`src/rtl/bpsk_packet_decoder_if.sv`:
```
// bpsk_packet_decoder_if: sample stream into the decoder and packet stream out of it.
// BPSK_DEC_CONFIDENCE_EN adds the m00 tuser confidence field.
interface bpsk_packet_decoder_if #(
    parameter int SAMPLE_WIDTH = 16,
    parameter int PACKET_LENGTH = 128
`ifdef BPSK_DEC_CONFIDENCE_EN
    ,
    parameter int INTEG_WINDOW = 8
`endif
);
    logic [SAMPLE_WIDTH-1:0] s00_axis_tdata;
    logic s00_axis_tvalid;
    logic s00_axis_tready;
    logic [PACKET_LENGTH-1:0] m00_axis_tdata;
    logic m00_axis_tvalid;
    logic m00_axis_tready;
    logic m00_axis_tlast;
`ifdef BPSK_DEC_CONFIDENCE_EN
    logic [SAMPLE_WIDTH+$clog2(INTEG_WINDOW):0] m00_axis_tuser;
    modport master (
        input s00_axis_tdata, s00_axis_tvalid, m00_axis_tready,
        output s00_axis_tready, m00_axis_tdata, m00_axis_tvalid, m00_axis_tlast, m00_axis_tuser
    );
    modport slave (
        output s00_axis_tdata, s00_axis_tvalid, m00_axis_tready,
        input s00_axis_tready, m00_axis_tdata, m00_axis_tvalid, m00_axis_tlast, m00_axis_tuser
    );
`else
    modport master (
        input s00_axis_tdata, s00_axis_tvalid, m00_axis_tready,
        output s00_axis_tready, m00_axis_tdata, m00_axis_tvalid, m00_axis_tlast
    );
    modport slave (
        output s00_axis_tdata, s00_axis_tvalid, m00_axis_tready,
        input s00_axis_tready, m00_axis_tdata, m00_axis_tvalid, m00_axis_tlast
    );
`endif
endinterface

```
`src/rtl/bpsk_packet_decoder.sv`:
```
// bpsk_packet_decoder: integrate-and-dump BPSK slicer assembling MSB-first packets onto AXI-Stream.
// BPSK_DEC_CONFIDENCE_EN reports the packet's minimum |window sum| on m00_axis_tuser.
module bpsk_packet_decoder #(
    parameter int SAMPLE_WIDTH = 16,
    parameter int SAMPLES_PER_SYMBOL = 32,
    parameter int PACKET_LENGTH = 128,
    parameter int FIRST_OFFSET = 16,
    parameter int INTEG_WINDOW = 8,
    parameter int CNT_WIDTH = 16
) (
    input logic s00_axis_aclk,
    input logic s00_axis_aresetn,
    bpsk_packet_decoder_if.master axis,
    input logic [1:0] trigger,
    input logic abort,
    output logic busy,
    output logic [CNT_WIDTH-1:0] pkt_count,
    output logic [CNT_WIDTH-1:0] drop_count
);
    localparam int AW = SAMPLE_WIDTH + $clog2(INTEG_WINDOW) + 1;
    localparam int PMAX = FIRST_OFFSET > SAMPLES_PER_SYMBOL - 1 ? FIRST_OFFSET : SAMPLES_PER_SYMBOL - 1;
    localparam int PW = $clog2(PMAX + 1);
    localparam int BW = $clog2(PACKET_LENGTH);
    localparam logic [PW-1:0] POS_FIRST = PW'(FIRST_OFFSET);
    localparam logic [PW-1:0] POS_RELOAD = PW'(SAMPLES_PER_SYMBOL - 1);
    localparam logic [PW-1:0] POS_WIN = PW'(INTEG_WINDOW - 1);
    localparam logic [BW-1:0] LAST_BIT = BW'(PACKET_LENGTH - 1);

    typedef enum logic [1:0] {IDLE, RECORD, OUTPUT} state_t;
    state_t state, state_next;
    logic polarity;
    logic [PW-1:0] pos;
    logic [BW-1:0] bit_cnt;
    logic signed [AW-1:0] acc, sample, sum;
    logic [PACKET_LENGTH-1:0] shreg, shreg_next;
    logic start, step, decide, last;

    // pos counts valid samples remaining until the next decision; the window is its last INTEG_WINDOW values
    assign sample = {{(AW-SAMPLE_WIDTH){axis.s00_axis_tdata[SAMPLE_WIDTH-1]}}, axis.s00_axis_tdata};
    assign sum = (pos == POS_WIN ? '0 : acc) + sample;
    assign start = state == IDLE && trigger[0] && !abort;
    assign step = state == RECORD && !abort && axis.s00_axis_tvalid;
    assign decide = step && pos == '0;
    assign last = decide && bit_cnt == LAST_BIT;
    assign shreg_next = {shreg[PACKET_LENGTH-2:0], ~sum[AW-1] ^ polarity};
    assign axis.s00_axis_tready = 1'b1;

    always_ff @(posedge s00_axis_aclk or negedge s00_axis_aresetn) begin
        if (!s00_axis_aresetn) state <= IDLE;
        else state <= state_next;
    end

    always_comb begin
        state_next = state;
        case (state)
            IDLE: state_next = start ? RECORD : IDLE;
            RECORD: state_next = abort ? IDLE : last ? OUTPUT : RECORD;
            OUTPUT: state_next = axis.m00_axis_tready ? IDLE : OUTPUT;
            default: state_next = IDLE;
        endcase
        busy = state != IDLE;
        axis.m00_axis_tvalid = state == OUTPUT;
        axis.m00_axis_tlast = state == OUTPUT;
    end

    always_ff @(posedge s00_axis_aclk or negedge s00_axis_aresetn) begin
        if (!s00_axis_aresetn) begin
            polarity <= 1'b0;
            pos <= '0;
            bit_cnt <= '0;
            acc <= '0;
            shreg <= '0;
            axis.m00_axis_tdata <= '0;
            pkt_count <= '0;
            drop_count <= '0;
        end else begin
            if (start) begin
                polarity <= trigger[1];
                pos <= POS_FIRST;
                bit_cnt <= '0;
                acc <= '0;
                shreg <= '0;
            end else if (step) begin
                if (pos <= POS_WIN) acc <= sum;
                pos <= decide ? POS_RELOAD : pos - 1'b1;
                if (decide) begin
                    bit_cnt <= bit_cnt + 1'b1;
                    shreg <= shreg_next;
                end
                if (last) axis.m00_axis_tdata <= shreg_next;
            end
            if (state == OUTPUT && axis.m00_axis_tready) pkt_count <= pkt_count + 1'b1;
            if (trigger[0] && state != IDLE && drop_count != '1) drop_count <= drop_count + 1'b1;
        end
    end

`ifdef BPSK_DEC_CONFIDENCE_EN
    logic [AW-1:0] conf_min, mag, conf_next;
    assign mag = sum[AW-1] ? AW'(-sum) : AW'(sum);
    assign conf_next = mag < conf_min ? mag : conf_min;

    always_ff @(posedge s00_axis_aclk or negedge s00_axis_aresetn) begin
        if (!s00_axis_aresetn) begin
            conf_min <= '0;
            axis.m00_axis_tuser <= '0;
        end else if (start) begin
            conf_min <= '1;
        end else if (decide) begin
            conf_min <= conf_next;
            if (last) axis.m00_axis_tuser <= conf_next;
        end
    end
`endif
endmodule

```
`src/flat_wrapper.sv`:
```
// flat-port wrapper written by rule: the top's interface ports become plain ports
module bpsk_packet_decoder_flat 
#(
    parameter int SAMPLE_WIDTH = 16,
    parameter int SAMPLES_PER_SYMBOL = 32,
    parameter int PACKET_LENGTH = 128,
    parameter int FIRST_OFFSET = 16,
    parameter int INTEG_WINDOW = 8,
    parameter int CNT_WIDTH = 16
)
  (s00_axis_aclk, s00_axis_aresetn, trigger, abort, busy, pkt_count, drop_count, axis_s00_axis_tdata, axis_s00_axis_tvalid, axis_m00_axis_tready, axis_s00_axis_tready, axis_m00_axis_tdata, axis_m00_axis_tvalid, axis_m00_axis_tlast);
  bpsk_packet_decoder_if #(.SAMPLE_WIDTH(SAMPLE_WIDTH), .PACKET_LENGTH(PACKET_LENGTH)) axis_i ();
  input logic s00_axis_aclk;
  input logic s00_axis_aresetn;
  input logic [1:0] trigger;
  input logic abort;
  output logic busy;
  output logic [CNT_WIDTH-1:0] pkt_count;
  output logic [CNT_WIDTH-1:0] drop_count;
  input wire logic [$bits(axis_i.s00_axis_tdata)-1:0] axis_s00_axis_tdata;
  input wire logic [$bits(axis_i.s00_axis_tvalid)-1:0] axis_s00_axis_tvalid;
  input wire logic [$bits(axis_i.m00_axis_tready)-1:0] axis_m00_axis_tready;
  output wire logic [$bits(axis_i.s00_axis_tready)-1:0] axis_s00_axis_tready;
  output wire logic [$bits(axis_i.m00_axis_tdata)-1:0] axis_m00_axis_tdata;
  output wire logic [$bits(axis_i.m00_axis_tvalid)-1:0] axis_m00_axis_tvalid;
  output wire logic [$bits(axis_i.m00_axis_tlast)-1:0] axis_m00_axis_tlast;
  assign axis_i.s00_axis_tdata = axis_s00_axis_tdata;
  assign axis_i.s00_axis_tvalid = axis_s00_axis_tvalid;
  assign axis_i.m00_axis_tready = axis_m00_axis_tready;
  assign axis_s00_axis_tready = axis_i.s00_axis_tready;
  assign axis_m00_axis_tdata = axis_i.m00_axis_tdata;
  assign axis_m00_axis_tvalid = axis_i.m00_axis_tvalid;
  assign axis_m00_axis_tlast = axis_i.m00_axis_tlast;
  bpsk_packet_decoder #(.SAMPLE_WIDTH(SAMPLE_WIDTH), .SAMPLES_PER_SYMBOL(SAMPLES_PER_SYMBOL), .PACKET_LENGTH(PACKET_LENGTH), .FIRST_OFFSET(FIRST_OFFSET), .INTEG_WINDOW(INTEG_WINDOW), .CNT_WIDTH(CNT_WIDTH)) u_core (.s00_axis_aclk(s00_axis_aclk), .s00_axis_aresetn(s00_axis_aresetn), .axis(axis_i), .trigger(trigger), .abort(abort), .busy(busy), .pkt_count(pkt_count), .drop_count(drop_count));
endmodule
```
`config.mk`:
```
export PLATFORM = sky130hd
export DESIGN_NAME = bpsk_packet_decoder_flat
export DESIGN_NICKNAME = d
export VERILOG_FILES = /design/src/rtl/bpsk_packet_decoder_if.sv /design/src/rtl/bpsk_packet_decoder.sv /design/src/flat_wrapper.sv
export SDC_FILE = /design/constraint.sdc
export NUM_CORES = 1
export LEC_CHECK = 0
export BUFFER_PORTS_ARGS = -buffer_cell sky130_fd_sc_hd__buf_2
export CORE_ASPECT_RATIO = 1.75
export CORE_MARGIN = 5
export CORE_UTILIZATION = 40
export DETAILED_ROUTE_END_ITERATION = 10
export SETUP_SLACK_MARGIN = 0.3
export SYNTH_ARGS = -nofsm -noshare
export SYNTH_HDL_FRONTEND = slang
export SYNTH_SLANG_ARGS = --single-unit
```
`constraint.sdc`:
```
create_clock -name s00_axis_aclk -period 3.6 [get_ports s00_axis_aclk]
set_input_delay 0.72 -clock s00_axis_aclk [delete_from_list [all_inputs] [get_ports s00_axis_aclk]]
set_output_delay 0.72 -clock s00_axis_aclk [all_outputs]
set_load 0.01 [all_outputs]
```
# [Word-level counts from Yosys, hierarchy flattened]
# Cells that the tools add are included.
# Widths: inputs -> output; s select.
[word_totals] register_bits=322 latch_bits=0 ramBits=0 mem_bits_ro=0 input_bits=23 output_inout_bits=164 n_memories=0
[op_classes] n_addsub=5 multipliers=0 div_mod_pow=0 n_lt_le_gt_ge=1 n_eq_ne=5 shift=0 mux=18 bitwise_logic=3 n_reduce_logical=19
[op_table] cell="$mux 127" count=3
[op_table] cell="$mux 20" count=4
[op_table] cell="$add 16x1->16 const B" count=2
[op_table] cell="$mux 7" count=3
[op_table] cell="$add 20x20->20" count=1
[op_table] cell="$ne 16x16->1 const B" count=1
[op_table] cell="$mux 5" count=3
[op_table] cell="$logic_and 1x1->1" count=9
[op_table] cell="$reduce_bool 2->1" count=4
[op_table] cell="$add 7x1->7 const B" count=1
[op_table] cell="$eq 7x7->1 const B" count=1
[op_table] cell="$mux 2" count=3
[op_table] cell="$pmux 2 s3" count=1
[op_table] cell="$eq 5x3->1 const B" count=1
[op_table] cell="$le 5x3->1 const B" count=1
[op_table] cell="$logic_not 5->1" count=1
[op_table] cell="$sub 5x1->5 const B" count=1
[op_table] cell="$reduce_and 2->1" count=2
[op_table] cell="$reduce_and 3->1" count=1
[op_table] cell="$eq 2x1->1 const B" count=1
[op_table] cell="$eq 2x2->1 const B" count=1
[op_table] cell="$logic_not 2->1" count=1
[op_table] cell="$not 1->1" count=2
[op_table] cell="$logic_not 1->1" count=1
[op_table] cell="other kinds (2)" count=2

# [Depth between registers and ports, before layout]
# Gate-level depths: netlist of the first run.
[depth] word_depth=8 mapped_depth=13 mapped_depth_nobuf=12

# [Worst setup path after synthesis of the first run]
# Ideal clock, no wire load.
[synth_timing] path_kind="flip-flop to flip-flop" from="register u_core.pos[3]" to="register u_core.acc[18]" setup_time_ns=0.068 arrival_ns=3.003 required_ns=3.532 path_slack_ns=0.529 stages_incl_launch_ff=14 path_cell_list="dfrtp_1 nor2_1 and3_1 clkbuf_1 clkbuf_1 nor2b_1 ha_1 clkbuf_1 and4_1 and3_1 nand4_1 a21o_1 a2111o_1 nand3_1"
[synth_between] elab_chain_cells=6
[synth_rtl] item="start: declaration" line_no="bpsk_packet_decoder.sv:32" text="logic [PW-1:0] pos;"
[synth_rtl] item="start signal: assignment" line_no="bpsk_packet_decoder.sv:85" text="pos <= decide ? POS_RELOAD : pos - 1'b1;"
[synth_rtl] item="$eq 5x3->1" line_no="bpsk_packet_decoder.sv:40" text="assign sum = (pos == POS_WIN ? '0 : acc) + sample;"
[synth_rtl] item="$mux 20" line_no="bpsk_packet_decoder.sv:40"
[synth_rtl] item="$add 20x20->20" line_no="bpsk_packet_decoder.sv:40"
[synth_rtl] item="$mux 20" line_no="bpsk_packet_decoder.sv:84" text="if (pos <= POS_WIN) acc <= sum;"
[synth_rtl] item="$mux 20" line_no="bpsk_packet_decoder.sv:83" text="end else if (step) begin"
[synth_rtl] item="$mux 20" line_no="bpsk_packet_decoder.sv:77" text="if (start) begin"
[synth_rtl] item="end signal: assignment" line_no="bpsk_packet_decoder.sv:84"
[synth_rtl] item="end: declaration" line_no="bpsk_packet_decoder.sv:34" text="logic signed [AW-1:0] acc, sample, sum;"
# Several ways; a longest one is shown, not always the timed one. The select of a mux whose other input is x is not followed.
# A chain may end at the register's enable or synchronous reset.

# [Worst setup path in the final report of the first run]
[layout_timing] from="register u_core.pos[3]" to="register u_core.acc[19]"
# Same word-level chain as after synthesis.

==> impl_metrics.csv, run 1 <==
group,metric,value,unit
clocking,post_cts_buffers,0,
synth,ys.flop_type,"dfrtp_1",
drt,drc,0,
placement,hpwl,21000,um
critical_path,startpoint_type,"register",
floorplanning,fp.dieW,151,um
synth,synth_area_per_cell,9.05,um2
timing,finalWorstSetupSlack,0.591,ns
floorplanning,core-area,34500,um2
layout,fin_nets,1739,
drt,num_vias,10700,
synth,yosysSeqAreaShare,57.9,%
global_route,grtUsageTotal,16.4,%
worst_hold_path,holdCritPathClass,"input port to async pin",
power,ir_worst_vdd,0.401,mV
synth,synth.distinct_cells,53,
synth,synth_compound_gate_area_share,8.92,%
global_route,grt_pass1_vias,10800,
synth,syn_area,13900,um2
clocking,cts_buffers,30,
placement,port_buffers,185,
placement,place_area,15300,um2
drt,first_iter_violations,590,
synth,synth_top_family_by_area,"simple AND/OR/NAND/NOR gates",
clocking,clk_latency,0.57,ns
layout,area_growth,17.0,%
floorplanning,start_util,40.4,%
clocking,htreeDepth,1,
layout,nFillCells,3418,
synth,synth.most_common_cell,"nand2_1",
global_route,antenna_found_initial,0,
drt,via_per_inst,4.93,
synth,yosysWarnings,0,
layout,num_antenna_cells,0,
timing,hold_violations,0,
synth,synth_fa_ha_area_share,2.30,%
placement,globalplace.congestion,0.825,
clocking,cts_root_buf,"clkbuf_16",
timing,fmax,332,MHz
critical_path,path_max_fanout,6,
power,power.leakage,0.00855,uW
synth,synth-seq-cells,322,
drt,wl,31900,um
critical_path,path_class,"register to register",
timing,slew_headroom,24.9,%
clocking,cts_hold_buf,0,
layout,design_area,16300,um2
run,max_cap_violations,0,
timing,tightest_slew,1.13,ns
floorplanning,ios,187,
critical_path,arrival,3.49,ns
global_route,grt_max_degree,185,
drt,wl_per_cell,14.7,um
placement,dp_slack,0.386,ns
synth,ys_async_sr_fraction,100,%
critical_path,worstPathRequired,4.08,ns
synth,syn_inst,1539,
clocking,clock-sinks,322,
clocking,clock_path_buffers,3,
synth,yosys.area_share.simple,24.2,%
power,power.density,464,nW/um2
synth,synth_enable_flop_cells,0,
synth,synthMuxAreaShare,0.243,%
synth,yosys-top-cells-count,"672 x nand2_1, 322 x dfrtp_1, 150 x o21ai_0",
synth,yosys-top-cells-area,"dfrtp_1 58%, nand2_1 18%, o21ai_0 5.4%",
global_route,gr-total-overflow,0,
timing,period_minus_slack,3.01,ns
clocking,clk_pin_slew,0.07,ns
timing,rsz0062_at_grt,"no",
drt,firstDrtPassIters,4,
synth,synth-xor-area-share,2.96,%
layout,drive_gt1_share,15.8,%
synth,yosysTopAreaCellShare,57.9,%
timing,skew,0.0177,ns
timing,finalSetupTns,0,ns
drt,ant_nets,0,
synth,synth_largest_area_cell,"dfrtp_1",
timing,slew_viol_final,0,
synth,synth_nets,1587,
timing,setup_viol,0,
timing,fin_crit_sh,83.6,%
clocking,cts_tree,"yes",
floorplanning,dieArea,38800,um2
floorplanning,fp.dieH,257,um
critical_path,r2r_slack,0.59,ns
critical_path,critPathCaptureType,"register",
global_route,grt_pass1_wl,53200,um
floorplanning,fp-row-count,90,
run_status,status,"finished, final reports clean",
area by class of cell:
| class | instances | area [um2] | share of cell area, % |
|---|---|---|---|
| Sequential cell | 322 | 8060 | 49.4 |
| Multi-Input combinational cell | 1120 | 5430 | 33.3 |
| Timing Repair Buffer | 206 | 1170 | 7.17 |
| Clock buffer | 40 | 850 | 5.21 |
| Tap cell | 460 | 576 | 3.53 |
| Clock inverter | 16 | 178 | 1.09 |
| Inverter | 11 | 41.3 | 0.253 |
where the power goes:
group / internal, uW / switching (uW) / total [uW] / leakage [uW]
combinational: 189 / 338 / 527 / 0.00357
sequential: 3680 / 65.2 / 3750 / 0.00448
clock: 1880 / 1410 / 3290 / 0.000500
timing repair:
action,CTS,global route
endpoints found under the setup margin,0,10
gates resized for setup,0,6
endpoints found under the hold margin,0,0
flip-flops by register name (all words and copies together), names as in the netlist:
register / count
u_core.pos: 5
u_core.shreg: 127
u_core.bit_cnt: 7
u_core.acc: 20
u_core.pkt_count: 16
u_core.polarity: 1
u_core.state: 2
u_core.drop_count: 16
u_core.axis.m00_axis_tdata: 128
per-stage QoR:
| step | power [uW] | utilization [%] | hold WS (ns) | std cells |
|---|---|---|---|---|
| after detailed placement | 4340 | 44.3 | 0.450 | 2119 |
| final | 7570 | 47.3 | 0.118 | 2175 |
| after floorplan | 4120 | - | 0.424 | 1539 |
| after global routing | 7910 | 47.3 | 0.152 | 2175 |
| after CTS | 7690 | 47.2 | 0.139 | 2175 |
| after global placement | 4330 | 44.3 | 0.445 | 2119 |
cell usage in the layout (no fill, tap or decap), drive strengths merged, types with 9 or more instances in the layout:
cell type    n
inv         12
dfrtp      322
xor2        21
xnor2       26
clkinv       9
buf        206
nor2        30
nor2b       21
nand4       18
ha          24
nand3       44
clkbuf      40
nand2      673
a21oi       22
and3         9
o21ai      150
per-layer routing:
| layer | wire length, um | up-vias | track usage (%) | part of all wire (%) |
|---|---|---|---|---|
| met5 | 0 | - | 0 | 0 |
| met4 | 813 | 0 | 5.27 | 2.5 |
| met3 | 1320 | 52 | 2.29 | 4.1 |
| met2 | 16400 | 181 | 29.6 | 51 |
| met1 | 13400 | 5193 | 20.0 | 42 |
| li1 | - | 5299 | - | - |
worst paths after layout:
check | cells after the start | endpoint | from
setup / recovery | 11 | u_core.acc[19]$_DFFE_PN0P_ | u_core.pos[3]$_DFFE_PN0P_
hold / removal | 1 | u_core.acc[10]$_DFFE_PN0P_ | s00_axis_aresetn
setup reg to reg | 11 | u_core.acc[19]$_DFFE_PN0P_ | u_core.pos[3]$_DFFE_PN0P_
hold reg to reg | 2 | u_core.axis.m00_axis_tdata[97]$_DFFE_PN0P_ | u_core.axis.m00_axis_tdata[97]$_DFFE_PN0P_
max in group asynchronous | 2 | u_core.bit_cnt[6]$_DFFE_PN0P_ | s00_axis_aresetn
min in group s00_axis_aclk | 3 | u_core.polarity$_DFFE_PN0P_ | trigger[1]
cell families (layout without fill, tap and decap cells):
| family | count (synthesis) | after routing |
|---|---|---|
| buffers and inverters | 97 | 273 |
| AND/OR/NAND/NOR | 824 | 824 |
| adder cells (fa/ha/maj) | 25 | 25 |
| XOR/XNOR | 47 | 47 |
| other | 1 | 1 |
| flip-flops | 322 | 322 |
| multiplexers | 3 | 3 |
| AO/OA/AOI/OAI | 220 | 220 |
worst max-delay path, stage by stage (launching register included):
cell,delay (ns)
dfrtp_1,0.42
nor2_2,0.21
and3_2,0.31
nand2b_1,0.17
inv_1,0.06
ha_1,0.27
a21o_1,0.14
nand4_1,0.18
a211oi_1,0.55
o311ai_4,0.18
and3_1,0.20
o31ai_1,0.21
No activity file was read; power rests on OpenSTA's default activity.
==> inputs of run 2 (changes only) <==
==> constraint.sdc (replaced) <==
create_clock -name s00_axis_aclk -period 3.1 [get_ports s00_axis_aclk]
set_input_delay 0.62 -clock s00_axis_aclk [delete_from_list [all_inputs] [get_ports s00_axis_aclk]]
set_output_delay 0.62 -clock s00_axis_aclk [all_outputs]
set_load 0.01 [all_outputs]
==> run 2 against run 1 <==
Effect of this change:
- global-route usage grew 0.088 points
- die area is the same
- sequential power grew 16%
- largest power group unchanged
==> impl_metrics.csv, run 2 (synthesized netlist as in run 1, its figures left out) <==
group,metric,value,unit
run_status,status,"finished, final reports clean",
layout,utilization,48.2,%
timing,fmax,366,MHz
floorplanning,core-area,34500,um2
clocking,cts_root_buf,"clkbuf_16",
clocking,htreeDepth,1,
drt,first_iter_violations,498,
drt,firstDrtPassIters,5,
power,power.density,542,nW/um2
clocking,cts_tree,"yes",
critical_path,r2r_start,"u_core.pos[3]$_DFFE_PN0P_",
placement,hpwl,21100,um
layout,area_growth,19.4,%
critical_path,critPathCaptureType,"register",
drt,wl_per_cell,14.8,um
layout,fin_cells,2190,
layout,final_common_cell,"nand2_1",
timing,fin_crit_sh,88.1,%
critical_path,path_max_fanout,12,
power,p_total,9020,uW
critical_path,arrival,3.22,ns
placement,port_buffers,185,
floorplanning,fp-row-count,90,
floorplanning,start_util,40.4,%
layout,largest_register_ffs,128,
global_route,grtUsageTotal,16.5,%
layout,drive_gt1_share,17.9,%
floorplanning,fp.dieH,257,um
drt,via_per_inst,4.96,
timing,hold_violations,0,
floorplanning,dieArea,38800,um2
layout,num_antenna_cells,0,
drt,wl,32300,um
floorplanning,ios,187,
timing,finalSetupTns,0,ns
timing,period_minus_slack,2.73,ns
global_route,grt_max_degree,147,
drt,drc,0,
timing,tightest_slew,0.600,ns
clocking,cts_buffers,31,
global_route,grt_pass1_wl,53400,um
clocking,clock-sinks,322,
layout,reg.largest.list,"u_core.axis.m00_axis_tdata (128), u_core.shreg (127), u_core.acc (20)",
critical_path,reg2reg_to,"u_core.acc[18]$_DFFE_PN0P_",
critical_path,startpoint_type,"register",
layout,regMostFlops,"u_core.axis.m00_axis_tdata",
clocking,clk_latency,0.56,ns
critical_path,r2r_slack,0.37,ns
global_route,gr-total-overflow,0,
placement,dp_cells,2122,
timing,setup_viol,0,
floorplanning,fp.dieW,151,um
drt,num_vias,10900,
layout,layout_common_cells,"672 x nand2_1, 322 x dfrtp_1, 184 x buf_2",
global_route,antenna_found_initial,0,
placement,globalplace.congestion,0.831,
critical_path,reg2regPathDepth,11,
global_route,grt_pass1_vias,10800,
critical_path,worstPathRequired,3.59,ns
timing,skew,0.0127,ns
critical_path,path_class,"register to register",
clocking,clk_pin_slew,0.07,ns
timing,slew_headroom,60.0,%
worst_hold_path,holdCritPathClass,"input port to async pin",
run,max_cap_violations,0,
timing,whs,0.0112,ns
power,power.leakage,0.00866,uW
layout,fin_nets,1754,
timing,slew_viol_final,0,
clocking,clock_path_buffers,3,
timing,rsz0062_at_grt,"yes",
drt,ant_nets,0,
power,ir_worst_vdd,0.422,mV
==> run 2: per-layer routing <==
metal | vias up | GRT usage [%] | part of all wire, %
met5 | - | 0 | 0
met4 | 0 | 5.37 | 2.6
met3 | 56 | 2.48 | 4.4
met2 | 225 | 30.2 | 53
met1 | 5244 | 19.5 | 41
li1 | 5332 | - | -
==> run 2: critical path: stages (launching register included) <==
cell and delay, ns:
dfrtp_1 0.42, nor2_2 0.13, and3_4 0.23, buf_6 0.16, nor2b_1 0.07, ha_2 0.39, and4_1 0.26, and3_1 0.22
nand4_1 0.12, a21o_1 0.21, a2111o_1 0.36, nand3_1 0.08
==> run 2: per-stage QoR <==
step           cell area (um2)  setup WS, ns
6_report                 16600         0.370
5_1_grt                  16600         0.272
4_1_cts                  16500         0.234
3_5_place_dp             15300        0.0752
3_3_place_gp             15300         0.128
2_1_floorplan            13900         0.310
==> run 2: how the worst max path moves through the flow <==
stage / depth (start not counted) / slack (ns) / to / start
finish: 11 / 0.37 / u_core.acc[18]$_DFFE_PN0P_ / u_core.pos[3]$_DFFE_PN0P_
CTS: 11 / 0.23 / u_core.acc[14]$_DFFE_PN0P_ / u_core.pos[0]$_DFFE_PN0P_
global placement: 11 / 0.13 / u_core.acc[14]$_DFFE_PN0P_ / u_core.pos[0]$_DFFE_PN0P_
floorplan: 13 / 0.31 / u_core.acc[18]$_DFFE_PN0P_ / u_core.pos[3]$_DFFE_PN0P_
global route: 12 / 0.27 / u_core.acc[19]$_DFFE_PN0P_ / u_core.pos[3]$_DFFE_PN0P_
detailed placement: 11 / 0.08 / u_core.acc[14]$_DFFE_PN0P_ / u_core.pos[0]$_DFFE_PN0P_
==> run 2: final cells by class <==
cell class / instances / area [um2]
Clock inverter: 22 / 273
Fill cell: 3320 / 17800
Clock buffer: 35 / 801
Timing Repair Buffer: 220 / 1350
Tap cell: 460 / 576
Sequential cell: 322 / 8060
Multi-Input combinational cell: 1120 / 5530
Inverter: 11 / 41.3
==> run 2: power by group <==
| group | leakage (uW) | internal [uW] | switching (uW) | total, uW |
|---|---|---|---|---|
| Sequential | 0.00448 | 4280 | 72.1 | 4350 |
| Clock | 0.000515 | 2300 | 1680 | 3970 |
| Combinational | 0.00367 | 271 | 425 | 696 |
| Total | 0.00866 | 6850 | 2170 | 9020 |
==> run 2: repair_timing <==
item,4_1_cts,5_1_grt
resized for setup,14,21
endpoints found under the hold margin,0,0
pin swaps,3,19
hold buffers,0,0
gates cloned,0,0
endpoints found under the setup margin,11,13
setup buffers,4,7
